===== src/rtl/banco_registradores_pkg.sv =====
// Shared constants and helpers for the general-purpose register file.
package banco_registradores_pkg;

  localparam int unsigned LARGURA  = 32;
  localparam int unsigned NUM_REGS = 32;
  localparam int unsigned END_W    = 5;
  localparam int unsigned SP_IDX   = 29;
  localparam logic [LARGURA-1:0] SP_INIT = 32'h0000_03FF;

  localparam logic [END_W-1:0] REG_ZERO = '0;

  // Only meaningful when NUM_REGS < 2**END_W; otherwise every index is valid.
  function automatic logic endereco_valido(input logic [END_W-1:0] a);
    return 32'(a) < NUM_REGS;
  endfunction

endpackage


===== src/rtl/estagio_escrita.sv =====
// One-entry write staging register between the write-back mux and the register array.
module estagio_escrita
  import banco_registradores_pkg::*;
(
  input  logic               clock,
  input  logic               reset,
  input  logic               escreve_reg,
  input  logic [END_W-1:0]   end_escrita,
  input  logic [LARGURA-1:0] dado_escrita,
  output logic               commit,
  output logic [END_W-1:0]   end_commit,
  output logic [LARGURA-1:0] dado_commit
);

  logic               valido_q;
  logic [END_W-1:0]   end_q;
  logic [LARGURA-1:0] dado_q;
  logic               captura;

  // Writes to the zero register or past the array are dropped here.
  always_comb begin
    captura = escreve_reg && (end_escrita != REG_ZERO) && endereco_valido(end_escrita);
  end

  always_ff @(posedge clock or negedge reset) begin
    if (!reset) begin
      valido_q <= 1'b0;
      end_q    <= '0;
      dado_q   <= '0;
    end else begin
      valido_q <= captura;
      if (captura) begin
        end_q  <= end_escrita;
        dado_q <= dado_escrita;
      end
    end
  end

  always_comb begin
    commit      = valido_q;
    end_commit  = end_q;
    dado_commit = dado_q;
  end

endmodule


===== src/rtl/banco_registradores.sv =====
// Register file with staged writes; forwarding keeps write-to-read visibility at one edge.
module banco_registradores
  import banco_registradores_pkg::*;
(
  input  logic               clock,
  input  logic               reset,
  input  logic               escreve_reg,
  input  logic [END_W-1:0]   end_escrita,
  input  logic [LARGURA-1:0] dado_escrita,
  input  logic [END_W-1:0]   end_leitura1,
  input  logic [END_W-1:0]   end_leitura2,
  output logic [LARGURA-1:0] dado_leitura1,
  output logic [LARGURA-1:0] dado_leitura2,
  input  logic [END_W-1:0]   end_debug,
  output logic [LARGURA-1:0] dado_debug,
  output logic               pendente
);

  logic [LARGURA-1:0] regs_q [NUM_REGS];
  logic               commit;
  logic [END_W-1:0]   end_commit;
  logic [LARGURA-1:0] dado_commit;

  estagio_escrita u_estagio (
    .clock        (clock),
    .reset        (reset),
    .escreve_reg  (escreve_reg),
    .end_escrita  (end_escrita),
    .dado_escrita (dado_escrita),
    .commit       (commit),
    .end_commit   (end_commit),
    .dado_commit  (dado_commit)
  );

  always_ff @(posedge clock or negedge reset) begin
    if (!reset) begin
      for (int i = 0; i < int'(NUM_REGS); i++) begin
        regs_q[i] <= (i == int'(SP_IDX)) ? SP_INIT : '0;
      end
    end else if (commit) begin
      regs_q[end_commit] <= dado_commit;
    end
  end

  // Staged entry overrides the array so a write is visible right after its capture edge.
  function automatic logic [LARGURA-1:0] ler_porta(input logic [END_W-1:0] a);
    logic [LARGURA-1:0] r;
    r = '0;
    if (a == REG_ZERO || !endereco_valido(a)) begin
      r = '0;
    end else if (commit && (a == end_commit)) begin
      r = dado_commit;
    end else begin
      r = regs_q[a];
    end
    return r;
  endfunction

  always_comb begin
    dado_leitura1 = ler_porta(end_leitura1);
    dado_leitura2 = ler_porta(end_leitura2);
    dado_debug    = ler_porta(end_debug);
    pendente      = commit;
  end

endmodule


===== config.mk =====
export PLATFORM = sky130hd
export DESIGN_NAME = banco_registradores
export DESIGN_NICKNAME = d
export VERILOG_FILES = /design/src/rtl/banco_registradores_pkg.sv /design/src/rtl/estagio_escrita.sv /design/src/rtl/banco_registradores.sv
export SDC_FILE = /design/constraint.sdc
export NUM_CORES = 2
export LEC_CHECK = 0
export CAP_MARGIN = 5
export CORE_MARGIN = 1
export CORE_UTILIZATION = 45
export DETAILED_ROUTE_END_ITERATION = 16
export HOLD_SLACK_MARGIN = 0.05
export SLEW_MARGIN = 20
export SYNTH_ARGS = -nofsm -noshare
export SYNTH_HDL_FRONTEND = slang
export SYNTH_HIERARCHICAL = 1
export SYNTH_SLANG_ARGS = --single-unit

===== constraint.sdc =====
create_clock -name clock -period 2.74 [get_ports clock]
set_input_delay 0.274 -clock clock [delete_from_list [all_inputs] [get_ports clock]]
set_output_delay 0.274 -clock clock [all_outputs]
set_load 0.01 [all_outputs]

==> impl_metrics.env <==
export IMPL_synth_seq_area_share=0.409
export IMPL_p_per_area_nw_per_um2=773
export IMPL_final_max_slew_viol_count=0
export IMPL_failed_checks="setup timing"
export IMPL_drtPass1Iterations=8
export IMPL_grt_pass1_wl_um=392000
export IMPL_status="finished, violations left"
export IMPL_die_area_sq_um=146000
export IMPL_yosysTopAreaCellShare=0.405
export IMPL_hp_class="in -> reg"
export IMPL_cts_tree="yes"
export IMPL_drt_iter0_markers=7408
export IMPL_routabilityCongestion=0.966
export IMPL_cap_viol_max_count=0
export IMPL_viasPerCell=7.10
export IMPL_final_cell_mix="1075 x mux2_2, 1049 x dfrtp_1, 603 x mux4_2"
export IMPL_hold_viol=0
export IMPL_clock_sinks=1062
export IMPL_power_leakage_nw=35.3
export IMPL_final_common_cell="mux2_2"
export IMPL_synth_cell_types=61
export IMPL_synth_ff_type="dfrtp_1"
export IMPL_fin_crit_ns=3.20
export IMPL_placedCellCount=6951
export IMPL_drc_errors=0
export IMPL_cp_data_required_time_ns=2.47
export IMPL_fillers=11400
export IMPL_coreArea_sq_um=143000
export IMPL_yosys_warnings=6
export IMPL_placedInstanceArea_sq_um=75400
export IMPL_worst_pin_slew_ns=0.982
export IMPL_overflow=0
export IMPL_fin_util=0.571
export IMPL_end_kind="output port"
export IMPL_synth_largest_area_cell="dfrtp_1"
export IMPL_ys_seq_elements=1062
export IMPL_clk_pin_slew_ns=0.06
export IMPL_die_w_um=382
export IMPL_period_share=1.17
export IMPL_wl_per_cell_um=38.0
export IMPL_rsz0062_at_grt="true"
export IMPL_area_growth_pct=26.0
export IMPL_row_count=139
export IMPL_design_area_sq_um=81900
export IMPL_critPathLaunchType="flop"
export IMPL_finalClockSkew_ns=0.0389
export IMPL_synth_area_sq_um=65000
export IMPL_cts_buffers=119
export IMPL_h_tree_depth=3
export IMPL_layout_cells_non_filler=7258
export IMPL_relSlewSlack=0.346
export IMPL_arrival_ns=2.93
export IMPL_ant_nets=0
export IMPL_synthArstFlopShare=1.00
export IMPL_root_buffer="clkbuf_16"
export IMPL_power_mw=63.3
export IMPL_clkLatencyLatePin_ns=0.79
export IMPL_syn_nets=4707
export IMPL_dp_slack_ns=-0.605
export IMPL_synth_edf_count=0
export IMPL_fmax_mhz=313
export IMPL_ioPinCount=152
export IMPL_track_usage=0.376
export IMPL_antenna_found_initial=8
export IMPL_dp_hpwl_um=187000
export IMPL_wirelength_um=276000
export IMPL_setup_viol=96
export IMPL_drive_above_1_share=0.582
export IMPL_synthCells=4652
export IMPL_dieHeight_um=382
export IMPL_grt_max_degree=144
export IMPL_worst_slack_ns=-0.460
export IMPL_ir_drop_mv=0.560
export IMPL_vias=51500
export IMPL_portBuffers=151
export IMPL_cp_max_fo=5
export IMPL_clockBufferDepth=3
export IMPL_nNetsFinal=5306
export IMPL_critPathKind="reg -> out"
export IMPL_syn_avg_cell_area_sq_um=14.0
export IMPL_ys_top_cells_by_area="dfrtp_1 40%, mux4_2 21%, mux2_2 19%"
export IMPL_grt_pass1_vias=51400
export IMPL_start_util=0.453
export IMPL_r2r_slack_ns=0.04
-- metrics by stage --
| step | hold slack [ns] | setup TNS (ns) |
|---|---|---|
| 4_1_cts | 0.0621 | -27.98 |
| 2_1_floorplan | -0.0216 | 0 |
| 3_5_place_dp | 0.196 | -52.83 |
| 3_3_place_gp | 0.196 | -49.19 |
| 6_report | 0.102 | -30.70 |
| 5_1_grt | 0.102 | -34.43 |
-- Yosys cell counts (all sizes together) (2+ instances only) --
master	n
a221oi	34
nor2	46
xor2	3
o211ai	28
a221o	27
mux2	1076
mux4	603
or2	5
a21oi	109
nand3b	6
a32o	32
nor2b	30
buf	258
dfstp	10
nand3	18
o21bai	2
a22oi	139
and3	12
nor3	26
a22o	11
a2111oi	2
nor4b	4
nor4bb	3
nor4	5
or3b	3
dfrtp	1052
clkbuf	264
nand4	3
or3	2
mux2i	344
nand2	103
o22ai	98
and3b	5
xnor2	12
nand2b	9
a211o	3
nor3b	14
o22a	27
a211oi	74
o221ai	32
and2	7
inv	4
a31oi	13
o21ai	89
-- layout make-up --
class / count / area (sq um) / share of cell area
inverter: 5 / 18.8 / 0.000229
antenna: 4 / 10.0 / 0.000122
timing repair buffer: 1000 / 11300 / 0.137
clock inverter: 58 / 801 / 0.00978
clock buffer: 163 / 3390 / 0.0414
sequential: 1062 / 26600 / 0.325
multi-input combinational: 3063 / 37500 / 0.457
tap: 1903 / 2380 / 0.0291
-- what timing repair did --
action,4_1_cts,5_1_grt
pin swaps,71,50
gates resized for setup,765,90
endpoints found under the setup margin,273,96
hold endpoints to repair,455,0
buffers inserted,79,21
hold buffers,2,0
gates cloned,5,0
-- report_power, final --
part | internal, mW | switching, mW | leakage, nW
clock | 10.1 | 7.25 | 2.05
sequential | 20.5 | 5.11 | 13.6
combinational | 12.1 | 8.28 | 19.7
-- registers in the layout, summed over array words and instances, names as in the netlist --
register	flops
u_estagio/commit	1
regs_q	1024
u_estagio/dado_commit	32
u_estagio/end_commit	5
-- path summary, 6_finish.rpt --
| path | cells past startpoint | start | end |
|---|---|---|---|
| hold reg to reg | 1 | regs_q[54]$_DFFE_PN0P_ | regs_q[54]$_DFFE_PN0P_ |
| hold / removal | 2 | dado_escrita[4] | u_estagio/dado_commit[4]$_DFFE_PN0P_ |
| min in group asynchronous | 3 | reset | regs_q[339]$_DFFE_PN0P_ |
| setup / recovery | 8 | u_estagio/end_commit[3]$_DFFE_PN0P_ | dado_debug[0] |
| max in group asynchronous | 4 | reset | regs_q[734]$_DFFE_PN0P_ |
| setup reg to reg | 6 | u_estagio/end_commit[4]$_DFFE_PN0P_ | regs_q[868]$_DFFE_PN0P_ |
-- kinds of logic after synthesis --
family,synth area share
flip-flops,0.409
AO/OA/AOI/OAI,0.0783
multiplexers,0.448
buffers and inverters,0.0385
AND/OR/NAND/NOR,0.0239
XOR/XNOR,0.00202
-- layer usage --
| metal | GRT usage | wire [um] | vias to the layer above | part of all wire |
|---|---|---|---|---|
| met2 | 0.536 | 118000 | 3598 | 0.43 |
| met5 | 0 | 48 | - | 0.00017 |
| li1 | - | - | 19800 | - |
| met3 | 0.126 | 35100 | 796 | 0.13 |
| met4 | 0.179 | 15100 | 6 | 0.055 |
| met1 | 0.516 | 108000 | 27400 | 0.39 |
-- critical path, stage by stage, from the launching register on --
cell	delay (ns)
dfrtp_2	0.50
buf_6	0.18
xnor2_2	0.14
and4_4	0.25
buf_8	0.16
buf_4	0.14
nor4_4	0.50
nor2_4	0.11
buf_6	0.15
Power figures use the tool's default switching activity.
